### src/rtl/i2s_receiver.sv
// -----------------------------------------------------------------------------
// i2s_receiver
//   Slave-mode I2S deserializer. Recovers signed, left-aligned left/right audio
//   words from an external bit clock / word select / serial data stream and
//   presents them in the clk domain with a one-cycle valid strobe.
//
// Parameters
//   NUM_BITS    width of each recovered word
//   SLOT_BITS   s_clk cycles per channel slot (>= NUM_BITS)
//   SYNC_STAGES synchronizer depth for s_clk / word_select / serial_in (>= 2)
//
// Ports
//   clk         system clock (>= 4x s_clk)
//   rst         asynchronous active-low reset
//   s_clk       I2S bit clock (asynchronous to clk)
//   word_select I2S WS, 0 = left, 1 = right
//   serial_in   I2S serial data, MSB first
//   left_word   last completed left sample
//   right_word  last completed right sample
//   word_valid  one-cycle strobe: a word has just been updated
//   word_chan   channel of the word flagged by word_valid
//   frame_err   one-cycle strobe on slot length mismatch / missing WS edge
//   locked      high while aligned to the frame
// -----------------------------------------------------------------------------
module i2s_receiver #(
  parameter int NUM_BITS    = 24,
  parameter int SLOT_BITS   = 32,
  parameter int SYNC_STAGES = 2
) (
  input  logic                clk,
  input  logic                rst,
  input  logic                s_clk,
  input  logic                word_select,
  input  logic                serial_in,
  output logic [NUM_BITS-1:0] left_word,
  output logic [NUM_BITS-1:0] right_word,
  output logic                word_valid,
  output logic                word_chan,
  output logic                frame_err,
  output logic                locked
);

  localparam int CW = $clog2(SLOT_BITS + 2);
  localparam logic [CW-1:0] SLOT_C = CW'(SLOT_BITS);
  localparam logic [CW-1:0] SAT_C  = CW'(SLOT_BITS + 1);
  localparam logic [CW-1:0] NB_C   = CW'(NUM_BITS);

  typedef enum logic [1:0] {
    ST_SEEK,
    ST_ALIGN,
    ST_LOCKED
  } state_e;

  // Synchronizers and edge detect
  logic [SYNC_STAGES-1:0] sclk_sync_q;
  logic [SYNC_STAGES-1:0] ws_sync_q;
  logic [SYNC_STAGES-1:0] sd_sync_q;
  logic                   sclk_prev_q;
  logic                   sclk_s, ws_s, sd_s, sclk_rise;

  assign sclk_s    = sclk_sync_q[SYNC_STAGES-1];
  assign ws_s      = ws_sync_q[SYNC_STAGES-1];
  assign sd_s      = sd_sync_q[SYNC_STAGES-1];
  assign sclk_rise = sclk_s & ~sclk_prev_q;

  // Framing state
  state_e                state_q, state_d;
  logic                  ws_prev_q, ws_prev_d;
  logic [CW-1:0]         cnt_q, cnt_d;
  logic [NUM_BITS-1:0]   shift_q, shift_d;
  logic [NUM_BITS-1:0]   cap_q, cap_d;
  logic                  commit_q, commit_d;
  logic                  commit_chan_q, commit_chan_d;

  // Output registers
  logic [NUM_BITS-1:0]   left_q, left_d;
  logic [NUM_BITS-1:0]   right_q, right_d;
  logic                  valid_q, valid_d;
  logic                  chan_q, chan_d;
  logic                  err_q, err_d;
  logic                  locked_q, locked_d;

  // Helpers
  logic [CW-1:0]         cnt_inc;
  logic [NUM_BITS-1:0]   shifted;
  logic                  bit_in;
  logic                  ws_edge;

  assign cnt_inc = (cnt_q == SAT_C) ? cnt_q : cnt_q + 1'b1;
  assign shifted = {shift_q[NUM_BITS-2:0], sd_s};
  assign bit_in  = (cnt_inc <= NB_C);
  assign ws_edge = (ws_s != ws_prev_q);

  always_ff @(posedge clk or negedge rst) begin
    if (!rst) begin
      state_q <= ST_SEEK;
    end else begin
      state_q <= state_d;
    end
  end

  always_ff @(posedge clk or negedge rst) begin
    if (!rst) begin
      sclk_sync_q   <= '0;
      ws_sync_q     <= '0;
      sd_sync_q     <= '0;
      sclk_prev_q   <= 1'b0;
      ws_prev_q     <= 1'b0;
      cnt_q         <= '0;
      shift_q       <= '0;
      cap_q         <= '0;
      commit_q      <= 1'b0;
      commit_chan_q <= 1'b0;
      left_q        <= '0;
      right_q       <= '0;
      valid_q       <= 1'b0;
      chan_q        <= 1'b0;
      err_q         <= 1'b0;
      locked_q      <= 1'b0;
    end else begin
      sclk_sync_q   <= {sclk_sync_q[SYNC_STAGES-2:0], s_clk};
      ws_sync_q     <= {ws_sync_q[SYNC_STAGES-2:0], word_select};
      sd_sync_q     <= {sd_sync_q[SYNC_STAGES-2:0], serial_in};
      sclk_prev_q   <= sclk_s;
      ws_prev_q     <= ws_prev_d;
      cnt_q         <= cnt_d;
      shift_q       <= shift_d;
      cap_q         <= cap_d;
      commit_q      <= commit_d;
      commit_chan_q <= commit_chan_d;
      left_q        <= left_d;
      right_q       <= right_d;
      valid_q       <= valid_d;
      chan_q        <= chan_d;
      err_q         <= err_d;
      locked_q      <= locked_d;
    end
  end

  always_comb begin
    state_d       = state_q;
    ws_prev_d     = ws_prev_q;
    cnt_d         = cnt_q;
    shift_d       = shift_q;
    cap_d         = cap_q;
    commit_d      = 1'b0;
    commit_chan_d = commit_chan_q;
    left_d        = left_q;
    right_d       = right_q;
    valid_d       = 1'b0;
    chan_d        = chan_q;
    err_d         = 1'b0;
    locked_d      = locked_q;

    // Second pipeline stage: the word captured at the slot boundary is
    // published one cycle later, together with its strobe.
    if (commit_q) begin
      valid_d  = 1'b1;
      chan_d   = commit_chan_q;
      locked_d = 1'b1;
      if (commit_chan_q) begin
        right_d = cap_q;
      end else begin
        left_d = cap_q;
      end
    end

    if (sclk_rise) begin
      ws_prev_d = ws_s;
      case (state_q)
        ST_SEEK: begin
          // The boundary sample of a partial slot only establishes alignment.
          if (ws_edge) begin
            state_d = ST_ALIGN;
            cnt_d   = '0;
            shift_d = '0;
          end
        end
        default: begin
          if (ws_edge) begin
            // Boundary sample is the LSB of the outgoing channel; it still
            // counts toward the slot length and may still carry data.
            cnt_d   = '0;
            shift_d = '0;
            if (cnt_inc == SLOT_C) begin
              cap_d         = bit_in ? shifted : shift_q;
              commit_d      = 1'b1;
              commit_chan_d = ws_prev_q;
              state_d       = ST_LOCKED;
            end else begin
              err_d    = 1'b1;
              locked_d = 1'b0;
              state_d  = ST_ALIGN;
            end
          end else begin
            cnt_d = cnt_inc;
            if (bit_in) begin
              shift_d = shifted;
            end
            if (cnt_inc == SAT_C) begin
              err_d    = 1'b1;
              locked_d = 1'b0;
              state_d  = ST_SEEK;
            end
          end
        end
      endcase
    end
  end

  assign left_word  = left_q;
  assign right_word = right_q;
  assign word_valid = valid_q;
  assign word_chan  = chan_q;
  assign frame_err  = err_q;
  assign locked     = locked_q;

endmodule

### config.mk
export PLATFORM = sky130hd
export DESIGN_NAME = i2s_receiver
export DESIGN_NICKNAME = d
export VERILOG_FILES = /design/src/rtl/i2s_receiver.sv
export SDC_FILE = /design/constraint.sdc
export NUM_CORES = 1
export LEC_CHECK = 0
export ABC_CLOCK_PERIOD_IN_PS = 2780
export CORE_MARGIN = 2
export CORE_UTILIZATION = 55
export CTS_CLUSTER_DIAMETER = 50
export CTS_CLUSTER_SIZE = 12
export DETAILED_ROUTE_END_ITERATION = 10
export PLACE_DENSITY = 0.82
export SLEW_MARGIN = 5
export SYNTH_ARGS = -nofsm -noshare
export SYNTH_HDL_FRONTEND = slang
export SYNTH_SLANG_ARGS = --single-unit
### constraint.sdc
create_clock -name clk -period 2.78 [get_ports clk]
set_clock_uncertainty 0.1 [all_clocks]
set_input_delay 0.834 -clock clk [delete_from_list [all_inputs] [get_ports clk]]
set_output_delay 0.834 -clock clk [all_outputs]
set_load 0.02 [all_outputs]
==> metrics.txt, run 1 <==
status=complete, no violations; CTS tree=yes; H-Tree Depth=4; Tot GR Track Use=20.9%; CP Capture Type=output pin; number of distinct library cells after synthesis=47; CTS Buffer Depth=2; max-slew violation count=0; initial DRC count=293; worst rel slew slack=58.9%; routed wire length=9260 microns; Post-layout nets=407; ANT cells=0; Max Clk Rate=0.410 GHz; number of setup violations in the final report=0; post-synthesis register bit count=118; utilization after layout=70.5%; Die Wd=97.6 microns; clock power share=49.6%; Post-synth ARST share=100%; Gate power share=4.0%; min Tclk post-route=2.44 ns; cell count after synthesis=335; most frequent cells in the layout=dfrtp_1, mux2_2, clkdlybuf4s50_1, a22o_1, and3_1; Max rail drop VDD=0.436 mV; Synth Cell Area=4820 sq um; Critical Path AT=1.51 ns; vias in the first global route=3063; final hold viol count=0; PD cells=630 nW/um^2; Routed WL per cell=17.8 microns; hold-fix buffers at CTS=0; Seq/Total Area, Yosys=61.2%; Cell Chain, Critical Path=clkdlybuf4s50_1; worst skew pair latency=0.51 ns; total negative slack=0 ns; Layout area overhead=25.6%; DRC Markers=0; Main synth FF type=dfrtp_1; post-CTS resize count=0; largest net degree at the start of global routing=80; net switching power=901 uW; syn_nets=342; count of buffers from port buffering=56; Via density=5.76; grt ovf=0; first-pass GRT wire length=15500 microns; num ports=57; critical path type=register to output pin; Crit path largest cell delay=0.65 ns; Flop pwr share=46.5%; crit-path leading delay family=buffers and inverters; Crit Path Max Fanout=2; sw frac=23.6%; kind of start point of the critical path=register; total iterations of the first detailed-routing run=4; internal power=2920 uW; antenna violations before repair=0; CP required=1.85 ns; maxcap violations=0; post-route ant nets=0; Root Buffer Master=clkbuf_8; Ys Warns=0; Starting Density=56.1%; core area=8590 sq um; Vert. Die Dim=97.6 microns; Rows=34; CTS Sinks=118; hpwl dp=5860 microns; Via Count=3003; unrepaired setup endpoints after global routing=false; post-CTS setup buffer count=0; Routability Congestion=0.876; highest-delay cell along the critical path=clkdlybuf4s50_1; Die ar.=9530 sq um; commonest non-fill, non-tap cell in the layout=dfrtp_1; Hold Crit Class=input port to async pin; Worst-path clk slew=0.06 ns; worst slew pin tran=0.615 ns; Avg Cell Area, Syn=14.4 sq um; CTS Buf Count=17; Leakage=0.00295 uW; Buf/Inv on CP=1; Tcrit/Tclk final=87.8%; layout cells sized above 1=30.5%; EDFF count, synth=0
==> logic make-up (layout without fill, tap and decap cells) <==
logic type	after synthesis	count (layout)	share of synthesized area [%]
compound gates	52	52	8.15
xor+xnor	2	2	0.363
fa+ha+maj	2	2	0.519
buf+inv	24	102	2.39
flops	118	118	61.2
mux	76	76	19.0
simple gates	61	61	8.38
==> layout make-up <==
cell class                 count  area (sq um)
inverter                       3          11.3
timing repair buffer          67           653
fill                         563          2540
tap                          108           135
multi-input combinational    193          1770
sequential                   118          2950
clock inverter                14           106
clock buffer                  18           428
==> power by group through the flow <==
stage / clock network (uW) / registers (uW) / logic (uW)
final: 1890 / 1770 / 151
after global routing: 2010 / 1780 / 169
after CTS: 1930 / 1770 / 150
after detailed placement: 0 / 1800 / 150
after global placement: 0 / 1800 / 142
after floorplan: 0 / 1790 / 96.3
==> worst paths after layout <==
| path | start | to | slack, ns | cells past startpoint |
|---|---|---|---|---|
| min in group clk | sclk_sync_q[0]$_DFF_PN0_ | sclk_sync_q[1]$_DFF_PN0_ | 0.25 | 0 |
| max in group asynchronous | rst | cnt_q[3]$_DFFE_PN0P_ | 1.94 | 2 |
| worst max-delay path | left_word[2]$_DFFE_PN0P_ | left_word[2] | 0.34 | 1 |
| worst max register to register | cnt_q[0]$_DFFE_PN0P_ | shift_q[5]$_DFFE_PN0P_ | 0.38 | 5 |
| worst min register to register | sclk_sync_q[0]$_DFF_PN0_ | sclk_sync_q[1]$_DFF_PN0_ | 0.25 | 0 |
| worst min-delay path | rst | right_word[16]$_DFFE_PN0P_ | 0.25 | 2 |
==> synth_stat cells, drive strengths merged (2+ instances only) <==
| master | number | share of area (%) |
|---|---|---|
| and3 | 25 | 3.2 |
| dfrtp | 118 | 61 |
| nor3 | 4 | 0.65 |
| inv | 3 | 0.23 |
| a21oi | 7 | 0.73 |
| nor3b | 2 | 0.31 |
| buf | 8 | 1.1 |
| a22o | 27 | 4.9 |
| ha | 2 | 0.52 |
| mux2i | 3 | 0.62 |
| nand2 | 5 | 0.39 |
| nor2 | 4 | 0.31 |
| o21ai | 9 | 0.93 |
| or3 | 2 | 0.36 |
| clkbuf | 13 | 1.0 |
| and2 | 2 | 0.29 |
| nor2b | 4 | 0.52 |
| nand3 | 3 | 0.31 |
| mux2 | 73 | 18 |
==> registers in the layout, summed over array words and instances (netlist names), 6 cells and up <==
name and count:
shift_q 24, cap_q 24, cnt_q 6, right_word 24, left_word 24
==> metal layers <==
layer | GRT usage, % | part of all wire (%) | vias up | wire length, microns
met5 | 0 | 0 | - | 0
met4 | 9.94 | 1.8 | 0 | 167
met3 | 5.18 | 5.2 | 17 | 477
met2 | 31.8 | 48 | 103 | 4470
met1 | 28.4 | 45 | 1518 | 4140
li1 | - | - | 1365 | -
==> per-stage QoR <==
step / hold slack, ns / total power [uW] / cell area (sq um) / std cells / setup WS (ns)
after floorplan: 0.231 / 1890 / 4820 / 335 / 0.614
after global placement: 0.234 / 1940 / 5510 / 489 / 0.440
after detailed placement: 0.243 / 1950 / 5510 / 489 / 0.268
after CTS: 0.248 / 3850 / 6050 / 521 / 0.251
after global routing: 0.261 / 3960 / 6060 / 521 / 0.219
final: 0.248 / 3820 / 6060 / 521 / 0.339
No activity file was read; power rests on OpenSTA's default activity.
==> inputs of run 2 (changes only) <==
Settings changed: CELL_PAD_IN_SITES_DETAIL_PLACEMENT from default to 1, CELL_PAD_IN_SITES_GLOBAL_PLACEMENT from default to 1, CORE_UTILIZATION 55 to 46.
==> run 2 against run 1 <==
Sequential cell count unchanged; register-to-register slack worse by 0.21 ns; design area grew 1.0%; critical path depth is 5 higher; total power rose by 5.1%; clock-buffer cell count down 1.
==> metrics.txt, run 2 (synthesis gave the netlist of run 1 again) <==
core area=10200 sq um; num ports=57; Max Clk Rate=0.383 GHz; Worst-path clk slew=0.06 ns; Leakage=0.00296 uW; Starting Density=47.1%; Vert. Die Dim=106 microns; first-pass GRT wire length=19600 microns; Crit Path Max Fanout=25; Layout area overhead=26.8%; Worst Reg-to-Reg Cells=6; Cell Area, Placed=5540 sq um; Tot GR Track Use=23.0%; Fillers=985; met2 global-route usage=38.6%; most frequent cells in the layout=dfrtp_1, mux2_2, clkdlybuf4s50_1, a22o_1, and3_1; CP required=3.12 ns; CP Capture Type=register; final hold viol count=0; critical path type=register to register; Critical Path Source=cnt_q[0]$_DFFE_PN0P_; Rows=37; Max rail drop VDD=0.484 mV; kind of start point of the critical path=register; worst skew pair latency=0.52 ns; antenna violations before repair=0; H-Tree Depth=4; largest net degree at the start of global routing=46; commonest non-fill, non-tap cell in the layout=dfrtp_1; number of setup violations in the final report=0; Worst setup endpoint=shift_q[12]$_DFFE_PN0P_; Die Wd=106 microns; ANT cells=0; Routed WL per cell=21.9 microns; min Tclk post-route=2.61 ns; CTS tree=yes; Crit path largest cell delay=0.48 ns; CTS Sinks=118; total negative slack=0 ns; GR met1 Demand/Resource=30.2%; Worst R2R Start=cnt_q[0]$_DFFE_PN0P_; clock power share=51.6%; layer with the highest usage=met2; Hold Crit Class=input port to async pin; CTS Buffer Depth=2; PD cells=656 nW/um^2; routed wire length=12000 microns; count of buffers from port buffering=56; Post-layout nets=406; maxcap violations=0; Cell Chain, Critical Path=ha_1 -> nor2b_1 -> a32oi_1 -> buf_4 -> a31o_4 -> a22o_1; Via Count=3111; status=complete, no violations; met3 GRT Util=4.54%; post-route ant nets=0; post-CTS setup buffer count=0; layout cells sized above 1=30.3%; grt ovf=0; CTS Buf Count=17; post-route cell area=6120 sq um; initial DRC count=214; highest-delay cell along the critical path=dfrtp_1; sw frac=25.1%; Routability Congestion=0.796; max-slew violation count=0; r2r setup slk=0.17 ns; Gate power share=4.1%; vias in the first global route=3414; net switching power=1010 uW; DRC Markers=0; worst slew pin tran=0.682 ns; Flop pwr share=44.3%; Via density=5.68; Tcrit/Tclk final=94.0%; reg2reg end=shift_q[12]$_DFFE_PN0P_; internal power=3000 uW; hpwl dp=6690 microns; Critical Path AT=2.95 ns; worst rel slew slack=54.5%; unrepaired setup endpoints after global routing=false; Die ar.=11300 sq um; total iterations of the first detailed-routing run=5; Root Buffer Master=clkbuf_8
==> run 2: cell type report <==
cell class | instances | area [sq um] | share of cell area, %
inverter | 3 | 11.3 | 0.184
timing repair buffer | 66 | 646 | 10.6
clock buffer | 17 | 414 | 6.77
clock inverter | 15 | 145 | 2.37
tap | 136 | 170 | 2.78
sequential | 118 | 2950 | 48.3
multi-input combinational | 193 | 1780 | 29.1
==> run 2: worst max-delay path, delay by kind of cell (launching register included) <==
| kind | cells | cell delay [ns] |
|---|---|---|
| buffers and inverters | 1 | 0.35 |
| AOI/OAI and AO/OA | 3 | 1.04 |
| DFF | 1 | 0.48 |
| and+or+nand+nor | 1 | 0.20 |
| adders and majority gates | 1 | 0.36 |
==> run 2: worst min path at each step <==
stage                     cells past startpoint                  endpoint  slack, ns
after global placement                        0    sd_sync_q[1]$_DFF_PN0_       0.23
after floorplan                               0  sclk_sync_q[1]$_DFF_PN0_       0.23
after CTS                                     1  left_word[3]$_DFFE_PN0P_       0.20
after detailed placement                      0    ws_sync_q[1]$_DFF_PN0_       0.24
after global routing                          1  left_word[3]$_DFFE_PN0P_       0.22
final                                         1  sclk_sync_q[0]$_DFF_PN0_       0.20
==> run 2: repair_timing <==
action,4_1_cts,5_1_grt
hold buffers,0,0
gates resized for setup,0,2
setup endpoints to repair,0,24
==> run 2: power groups by stage <==
stage / Combinational (uW) / Sequential, uW / Clock, uW
final: 165 / 1780 / 2070
after global routing: 181 / 1780 / 2170
after CTS: 165 / 1770 / 2090
after detailed placement: 157 / 1800 / 0
after global placement: 147 / 1800 / 0
after floorplan: 96.3 / 1790 / 0
==> run 2: per-layer routing <==
| layer | wire length [microns] | vias to the layer above | share of wire, % |
|---|---|---|---|
| met5 | 0 | - | 0 |
| met1 | 5300 | 1653 | 44 |
| li1 | - | 1360 | - |
| met2 | 6150 | 86 | 51 |
| met3 | 387 | 12 | 3.2 |
| met4 | 144 | 0 | 1.2 |
==> run 2: metrics by stage <==
step	power [uW]	hold slack [ns]	worst slack [ns]	instances	utilization, %
after detailed placement	1960	0.236	0.242	516	54.2
final	4010	0.197	0.168	548	59.8
after global placement	1950	0.235	0.459	516	54.2
after floorplan	1890	0.231	0.614	335	-
after global routing	4130	0.219	0.0230	548	59.8
after CTS	4030	0.202	0.0969	548	59.6
